[src/rtl/uart_rx_cfg.sv]
// Configurable UART receiver: 2-flop line synchroniser, 5..8 data bits, optional
// even/odd parity, 1 or 2 stop bits, with valid/ready output holding and overrun flag.
module uart_rx_cfg #(
  parameter int unsigned CLK_HZ       = 100000000,
  parameter int unsigned BIT_RATE     = 9600,
  parameter int unsigned PAYLOAD_BITS = 8,
  parameter int unsigned PARITY       = 0,
  parameter int unsigned STOP_BITS    = 1
) (
  input  logic                    clk,
  input  logic                    resetn,
  input  logic                    uart_rxd,
  input  logic                    rx_en,
  output logic [PAYLOAD_BITS-1:0] rx_data,
  output logic                    rx_valid,
  input  logic                    rx_ready,
  output logic                    rx_parity_err,
  output logic                    rx_frame_err,
  output logic                    rx_break,
  output logic                    rx_overrun
);

  localparam int unsigned CPB = CLK_HZ / BIT_RATE;
  localparam int unsigned CW  = $clog2(CPB + 1);
  localparam logic [CW-1:0] CNT_HALF  = CW'(CPB / 2);
  localparam logic [CW-1:0] CNT_LAST  = CW'(CPB - 1);
  localparam logic [3:0]    DATA_LAST = 4'(PAYLOAD_BITS - 1);
  localparam logic [3:0]    STOP_LAST = 4'(STOP_BITS - 1);

  typedef enum logic [2:0] {
    ST_IDLE      = 3'd0,
    ST_START     = 3'd1,
    ST_DATA      = 3'd2,
    ST_PARITY    = 3'd3,
    ST_STOP      = 3'd4,
    ST_WAIT_HIGH = 3'd5
  } state_t;

  state_t                  state_q, state_d;
  logic                    sync1_q, sync1_d, sync2_q, sync2_d;
  logic [CW-1:0]           cnt_q, cnt_d;
  logic [3:0]              bit_q, bit_d;
  logic [PAYLOAD_BITS-1:0] shift_q, shift_d;
  logic                    perr_q, perr_d, ferr_q, ferr_d, brk_q, brk_d;
  logic                    deliver_q, deliver_d;
  logic [PAYLOAD_BITS-1:0] rx_data_q, rx_data_d;
  logic                    rx_valid_q, rx_valid_d;
  logic                    rx_perr_q, rx_perr_d, rx_ferr_q, rx_ferr_d;
  logic                    rx_brk_q, rx_brk_d, rx_ovr_q, rx_ovr_d;
  logic                    line, bit_centre, handshake;

  always_comb begin
    sync1_d    = uart_rxd;
    sync2_d    = sync1_q;
    line       = sync2_q;
    bit_centre = (cnt_q == CNT_LAST);
    state_d    = state_q;
    cnt_d      = cnt_q;
    bit_d      = bit_q;
    shift_d    = shift_q;
    perr_d     = perr_q;
    ferr_d     = ferr_q;
    brk_d      = brk_q;
    deliver_d  = 1'b0;

    case (state_q)
      ST_IDLE: begin
        if (!line) begin
          state_d = ST_START;
          cnt_d   = '0;
        end
      end
      ST_START: begin
        if (cnt_q == CNT_HALF) begin
          if (line) begin
            state_d = ST_IDLE;
          end else begin
            state_d = ST_DATA;
            cnt_d   = '0;
            bit_d   = '0;
            perr_d  = 1'b0;
            ferr_d  = 1'b0;
            brk_d   = 1'b1;
          end
        end else begin
          cnt_d = cnt_q + 1'b1;
        end
      end
      ST_DATA: begin
        if (bit_centre) begin
          cnt_d   = '0;
          shift_d = {line, shift_q[PAYLOAD_BITS-1:1]};
          brk_d   = brk_q & ~line;
          if (bit_q == DATA_LAST) begin
            bit_d   = '0;
            state_d = (PARITY != 0) ? ST_PARITY : ST_STOP;
          end else begin
            bit_d = bit_q + 4'd1;
          end
        end else begin
          cnt_d = cnt_q + 1'b1;
        end
      end
      ST_PARITY: begin
        if (bit_centre) begin
          cnt_d   = '0;
          perr_d  = (PARITY == 2) ? ~(^shift_q ^ line) : (^shift_q ^ line);
          brk_d   = brk_q & ~line;
          state_d = ST_STOP;
        end else begin
          cnt_d = cnt_q + 1'b1;
        end
      end
      ST_STOP: begin
        // The frame is handed over one cycle after the last stop sample, while still in STOP.
        if (deliver_q) begin
          state_d = line ? ST_IDLE : ST_WAIT_HIGH;
        end else if (bit_centre) begin
          cnt_d = '0;
          if (!line) ferr_d = 1'b1;
          if (bit_q == 4'd0) brk_d = brk_q & ~line;
          if (bit_q == STOP_LAST) deliver_d = 1'b1;
          else                    bit_d     = bit_q + 4'd1;
        end else begin
          cnt_d = cnt_q + 1'b1;
        end
      end
      ST_WAIT_HIGH: begin
        if (line) state_d = ST_IDLE;
      end
      default: state_d = ST_IDLE;
    endcase

    if (!rx_en) begin
      state_d   = ST_IDLE;
      deliver_d = 1'b0;
    end
  end

  always_comb begin
    handshake  = rx_valid_q & rx_ready;
    rx_data_d  = rx_data_q;
    rx_valid_d = rx_valid_q;
    rx_perr_d  = rx_perr_q;
    rx_ferr_d  = rx_ferr_q;
    rx_brk_d   = rx_brk_q;
    rx_ovr_d   = rx_ovr_q;
    if (deliver_q) begin
      if (!rx_valid_q || handshake) begin
        rx_data_d  = shift_q;
        rx_perr_d  = perr_q;
        rx_ferr_d  = ferr_q;
        rx_brk_d   = brk_q;
        rx_valid_d = 1'b1;
        if (handshake) rx_ovr_d = 1'b0;
      end else begin
        rx_ovr_d = 1'b1;
      end
    end else if (handshake) begin
      rx_valid_d = 1'b0;
      rx_ovr_d   = 1'b0;
    end
  end

  always_ff @(posedge clk or negedge resetn) begin
    if (!resetn) begin
      state_q    <= ST_IDLE;
      sync1_q    <= 1'b1;
      sync2_q    <= 1'b1;
      cnt_q      <= '0;
      bit_q      <= '0;
      shift_q    <= '0;
      perr_q     <= 1'b0;
      ferr_q     <= 1'b0;
      brk_q      <= 1'b0;
      deliver_q  <= 1'b0;
      rx_data_q  <= '0;
      rx_valid_q <= 1'b0;
      rx_perr_q  <= 1'b0;
      rx_ferr_q  <= 1'b0;
      rx_brk_q   <= 1'b0;
      rx_ovr_q   <= 1'b0;
    end else begin
      state_q    <= state_d;
      sync1_q    <= sync1_d;
      sync2_q    <= sync2_d;
      cnt_q      <= cnt_d;
      bit_q      <= bit_d;
      shift_q    <= shift_d;
      perr_q     <= perr_d;
      ferr_q     <= ferr_d;
      brk_q      <= brk_d;
      deliver_q  <= deliver_d;
      rx_data_q  <= rx_data_d;
      rx_valid_q <= rx_valid_d;
      rx_perr_q  <= rx_perr_d;
      rx_ferr_q  <= rx_ferr_d;
      rx_brk_q   <= rx_brk_d;
      rx_ovr_q   <= rx_ovr_d;
    end
  end

  assign rx_data       = rx_data_q;
  assign rx_valid      = rx_valid_q;
  assign rx_parity_err = rx_perr_q;
  assign rx_frame_err  = rx_ferr_q;
  assign rx_break      = rx_brk_q;
  assign rx_overrun    = rx_ovr_q;

endmodule

[config.mk]
export PLATFORM = sky130hd
export DESIGN_NAME = uart_rx_cfg
export DESIGN_NICKNAME = d
export VERILOG_FILES = /design/src/rtl/uart_rx_cfg.sv
export SDC_FILE = /design/constraint.sdc
export NUM_CORES = 1
export LEC_CHECK = 0
export CAP_MARGIN = 20
export CORE_MARGIN = 2
export CORE_UTILIZATION = 55
export CTS_BUF_LIST = sky130_fd_sc_hd__clkbuf_2
export CTS_CLUSTER_SIZE = 8
export DETAILED_ROUTE_END_ITERATION = 10
export HOLD_SLACK_MARGIN = 0.03
export PLACE_DENSITY_LB_ADDON = 0.08
export SLEW_MARGIN = 10
export SYNTH_ARGS = -nofsm -noshare
export SYNTH_HDL_FRONTEND = slang
export SYNTH_SLANG_ARGS = --single-unit
[constraint.sdc]
create_clock -name clk -period 1.9 [get_ports clk]
set_clock_uncertainty 0.1 [all_clocks]
set_input_delay 0.38 -clock clk [delete_from_list [all_inputs] [get_ports clk]]
set_output_delay 0.38 -clock clk [all_outputs]
set_load 0.05 [all_outputs]
Yosys cells after proc, flatten, opt, wreduce, memory -nomap -nowiden

Index checks and enable logic that the tools add are counted.

Register bits: 48
Word-level logic and storage cells: 118
Input bits: 5
Output and inout port bits: 13

$add $sub $neg: 2
Bitwise logic cells: 4
Eq/ne operators: 26
Reductions and logical operators: 21
Mux-type cells: 49

Operator list:

| kind                                                   | count |
|---|---|
| two-way mux 14 bit                                     | 4 |
| one-hot mux 14 bit (4 select lines)                    | 1 |
| two-way mux 4 bit                                      | 7 |
| two-way mux 3 bit                                      | 9 |
| two-way mux 1 bit                                      | 22 |
| inequality test 3 bit (second input constant)          | 7 |
| AND reduction 7 bit                                    | 3 |
| inequality test 2 bit (second input constant)          | 9 |
| one-hot mux 3 bit (6 select lines)                     | 1 |
| adder 14 x 1 -> 14 bit (second input constant)         | 1 |
| equality test 14 x 13 -> 1 bit (second input constant) | 1 |
| equality test 14 bit (second input constant)           | 1 |
| one-hot mux 4 bit (3 select lines)                     | 1 |
| AND reduction 2 bit                                    | 4 |
| XOR reduction 8 bit                                    | 1 |
| equality test 3 x 2 -> 1 bit (second input constant)   | 2 |
| equality test 3 bit (second input constant)            | 2 |
| AND reduction 6 bit                                    | 1 |
| nonzero test 2 bit                                     | 3 |
| nonzero test 3 bit                                     | 2 |
| adder 4 x 1 -> 4 bit (second input constant)           | 1 |
| equality test 4 x 3 -> 1 bit (second input constant)   | 1 |
| logical NOT 4 bit                                      | 1 |
| inequality test 2 x 1 -> 1 bit (second input constant) | 2 |
| 13 further kinds                                       | 15 |

Depth between registers and ports, before layout

Depth in word-level cells: 6
Depth in mapped cells: 8
Mapped depth without buffers: 7

Worst setup path after synthesis

Ideal clock, no wire load.

Path type: register -> register
From: register cnt_q[1]
To: register shift_q[0]
Arrival: 1.790 ns
Buffers on the path: 1
Cell stages (with the launch flop): 7
Period minus slack after synthesis: 2.015 ns
Slack: -0.115 ns
Library setup time: 0.125 ns
Data required time: 1.675 ns
Cell sequence: dfrtp_1 > ha_1 > nand4_1 > nor4_4 > buf_2 > nand2_1 > mux2_2

Word-level cells in the longest chain between the ends: 2

RTL lines:

| element                              | line | source |
|---|---|---|
| from (decl)                          | 41   | `logic [CW-1:0] cnt_q, cnt_d;` |
| from (signal assigned)               | 187  | `cnt_q <= cnt_d;` |
| equality test 14 bit                 | 56   | `bit_centre = (cnt_q == CNT_LAST);` |
| AND reduction 2 bit (no source line) | --   |  |
| to (signal assigned)                 | 189  | `shift_q <= shift_d;` |
| to (decl)                            | 43   | `logic [PAYLOAD_BITS-1:0] shift_q, shift_d;` |

No other way between the ends.
A chain may end at the register's enable or synchronous reset.

Final worst setup path

From: register cnt_q[10]
To: register brk_q

Word-level cells in the longest chain between the ends: 3
Elaborated cells on any way between the ends: 6
Those cells by class: 5 x eq/ne; 1 x reduce/logical

RTL lines:

| element                                                                                         | line   | source |
|---|---|---|
| equality test 14 bit / equality test 14 x 13 -> 1 bit (equally long branches)                   | 56, 74 |  |
| inequality test 2 x 1 -> 1 bit (no source line) / inequality test 2 bit (equally long branches) | --     |  |
| AND reduction 7 bit (no source line) (*)                                                        | --     |  |
| to (signal assigned)                                                                            | 192    | `brk_q <= brk_d;` |
| to (decl)                                                                                       | 44     | `logic perr_q, perr_d, ferr_q, ferr_d, brk_q, brk_d;` |

Every way passes the cells marked *; elsewhere a longest branch is shown, timed or not.

==> impl_metrics.yaml <==
power:
  power_density_nw_per_um2: 690.6
  p_sw_mw: 0.7111
  swShare_pct: 29.03
  clock_power_share_pct: 28.2
  power_frac_seq_pct: 46.0
  intPower_mw: 1.738
  p_leak_nw: 1.593
  pwr-share-comb_pct: 25.9
  vdd.ir_drop.worst_mv: 0.5902
  power.total_mw: 2.450
route:
  routed_wl_um: 6778
  first_iter_violations: 123
  viasPerCell: 6.075
  drtPass1Iterations: 5
  via_count: 2266
  wl_per_cell_um: 18.17
  post-route-drc-count: 0
  ant_nets: 0
grt:
  grt_pass1_vias: 2132
  grt_max_degree: 49
  grtUsageTotal_pct: 25.04
  grt_pass1_wl_um: 10060
  antenna_found_initial: 0
  overflow: 0
yosys:
  netlist_area_um2: 2567
  synthSimpleGateAreaFrac_pct: 18.18
  async_flop_share_pct: 100.0
  synth_mux_area_share_pct: 8.723
  synth-main-ff-cell: "dfrtp_1"
  synth_compound_area_share_pct: 18.42
  ys_seq_area_share_pct: 46.88
  yosys_warnings: 0
  synth.net_count: 255
  ys_ff_latch: 48
  netlist_instances: 246
  avgSynthCellArea_um2: 10.44
  netlist_top_cells_area: "dfrtp_1 (45%), mux2_2 (8.3%), a21oi_1 (3.5%)"
  synth_top_family_by_area: "compound AO/OA/AOI/OAI gates"
  synthXorXnorAreaFrac_pct: 2.729
  synth_top_cell_by_area: "dfrtp_1"
  synth-adder-area-share_pct: 1.949
  synth_edf_count: 0
  synth_top_area_share_pct: 44.83
  yosysUniqueCellTypes: 51
worst_setup_path:
  timing.rr.end: "brk_q$_DFFE_PN0P_"
  cp_max_fo: 7
  required_ps: 2140
  crit_type: "flop to flop"
  start_kind: "flop"
  worstReg2RegStart: "cnt_q[10]$_DFFE_PN0P_"
  cp-end-kind: "flop"
  arrival_ps: 2300
  r2r_cells: 7
  rrSetupSlack_ps: -160
hold_path:
  whs_endpoint: "sync1_q$_DFF_PN1_"
  min_from: "uart_rxd"
  hold_class: "primary input to flop"
  whs_path_depth: 1
clocking:
  cts_root_buf: "clkbuf_2"
  cts.clk_slew.worst_paths_ps: 250
  insertion_delay_ps: 420
  cts_made_buffers: 5
  cts_tree: "yes"
  cts.sinks: 48
  htreeDepth: 2
  cts_buffer_depth: 2
floorplan:
  die_height_um: 72.33
  die_w_um: 72.33
  ios: 18
  dieArea_um2: 5231
  core_area_um2: 4414
  initial_core_util_pct: 58.16
  rows: 24
timing:
  finalCriticalPeriod_ps: 2058
  fmax_ghz: 0.4860
  drv_slew: 0
  setup_viol: 32
  slew_headroom_pct: 74.85
  tns_ps: -2984
  grt_setup_unrepaired: "yes"
  min_period_over_period_pct: 108.3
  worst_pin_slew_ps: 376.5
  worst_slack_ps: -157.5
  hold_viol: 0
run_status:
  failed_checks: "negative setup slack"
  status: "finished with violations"
placement:
  portBuffers: 17
  pre_cts_slack_ps: -128.4
  place.gp.congestion: 0.8516
  hpwl_um: 4065
layout:
  syn2layout_area_growth_pct: 38.16
  finalNetCount: 329
  antenna_cells: 0
  n_fill_cell: 276
  drive_above_1_share_pct: 43.93
  post-route-util_pct: 80.36
flow_run:
  drv_cap: 0
==> power groups by stage <==
stage / Sequential, mW / Clock, mW / Combinational (mW)
3_3_place_gp: 1.13 / 0 / 0.444
6_report: 1.13 / 0.690 / 0.633
3_5_place_dp: 1.13 / 0 / 0.454
5_1_grt: 1.13 / 0.738 / 0.685
2_1_floorplan: 1.14 / 0 / 0.236
4_1_cts: 1.11 / 0.705 / 0.542
==> routing by layer <==
| metal | track usage [%] | part of all wire (%) | up-vias |
|---|---|---|---|
| met4 | 7.547 | 0.78 | 0 |
| met5 | 0 | 0 | - |
| met3 | 5.000 | 5.7 | 6 |
| li1 | - | - | 1061 |
| met2 | 37.31 | 48 | 67 |
| met1 | 37.06 | 45 | 1132 |
==> worst max-delay path, cell delays in order, from the launching register on <==
cell and delay (ps):
dfrtp_1 460, or3b_4 420, nor4_4 270, buf_6 200, buf_6 130, nand3b_1 100
a211oi_2 220, a21oi_1 80
==> layout by cell type, fill, tap and decap left out, types with 7 or more instances in the layout <==
master	netlist	layout
buf_4	0	57
dfrtp_1	46	45
mux2_2	19	19
a21oi_1	18	14
buf_6	0	13
nand2_1	14	11
inv_1	10	10
nor2_1	10	8
a31oi_1	9	8
nand2b_1	8	7
nand3_1	7	7
o211ai_1	7	7
xnor2_1	7	7
==> cell usage after synthesis (all sizes together), types with 4 or more instances <==
cell type / number
a21oi: 18
xnor2: 7
o211ai: 8
nor2: 10
nand2: 14
a21o: 4
o21ai: 12
inv: 10
mux2: 19
a41oi: 4
clkbuf: 5
nand2b: 8
buf: 5
a31oi: 9
dfrtp: 46
nand3b: 4
nand3: 7
nand4: 4
ha: 4
==> worst max path at each step <==
stage | start | to | slack (ps) | depth (start not counted)
floorplan | cnt_q[10]$_DFFE_PN0P_ | bit_q[0]$_DFFE_PN0P_ | -60 | 6
global placement | cnt_q[1]$_DFFE_PN0P_ | cnt_q[13]$_DFFE_PN0P_ | -70 | 8
detailed placement | cnt_q[1]$_DFFE_PN0P_ | bit_q[3]$_DFFE_PN0P_ | -130 | 8
CTS | cnt_q[1]$_DFFE_PN0P_ | perr_q$_DFFE_PN0P_ | -110 | 8
global route | cnt_q[11]$_DFFE_PN0P_ | brk_q$_DFFE_PN0P_ | -240 | 7
finish | cnt_q[10]$_DFFE_PN0P_ | brk_q$_DFFE_PN0P_ | -160 | 7
==> timing repair <==
action                                  4_1_cts  5_1_grt
endpoints found under the setup margin       32       33
endpoints found under the hold margin        46        0
buffers inserted                              9        3
cloned                                        2        0
hold buffers                                  1        0
pin swaps                                     9       17
resized for setup                            25       35
==> registers in the layout (all words and copies together) (netlist names), 3 cells and up <==
signal   count
state_q      3
cnt_q       14
rx_data      8
shift_q      8
bit_q        4
==> area by class of cell <==
class,instances,area (um2),area share (%)
multi-input cells,178,1490,42.01
flip-flops and latches,48,1205,33.97
repair buffers,77,659.4,18.59
well taps,52,65.06,1.834
clock inverters,2,60.06,1.693
inverters,10,37.54,1.058
clock buffers,6,30.03,0.8466
==> stage by stage <==
step                hold WS, ps  cell area [um2]  std cells
finish                    251.4             3547        373
global route              197.9             3547        373
CTS                       221.7             3358        370
detailed placement        251.7             3108        350
global placement          250.2             3108        350
floorplan                -15.59             2599        246
==> kinds of logic after synthesis <==
logic type | after synthesis
adder cells (fa/ha/maj) | 4
flip-flops | 48
multiplexers | 20
XOR/XNOR | 8
AND/OR/NAND/NOR | 75
buffers and inverters | 20
AO/OA/AOI/OAI | 71
Note: power is estimated with default switching activity, not from simulation.
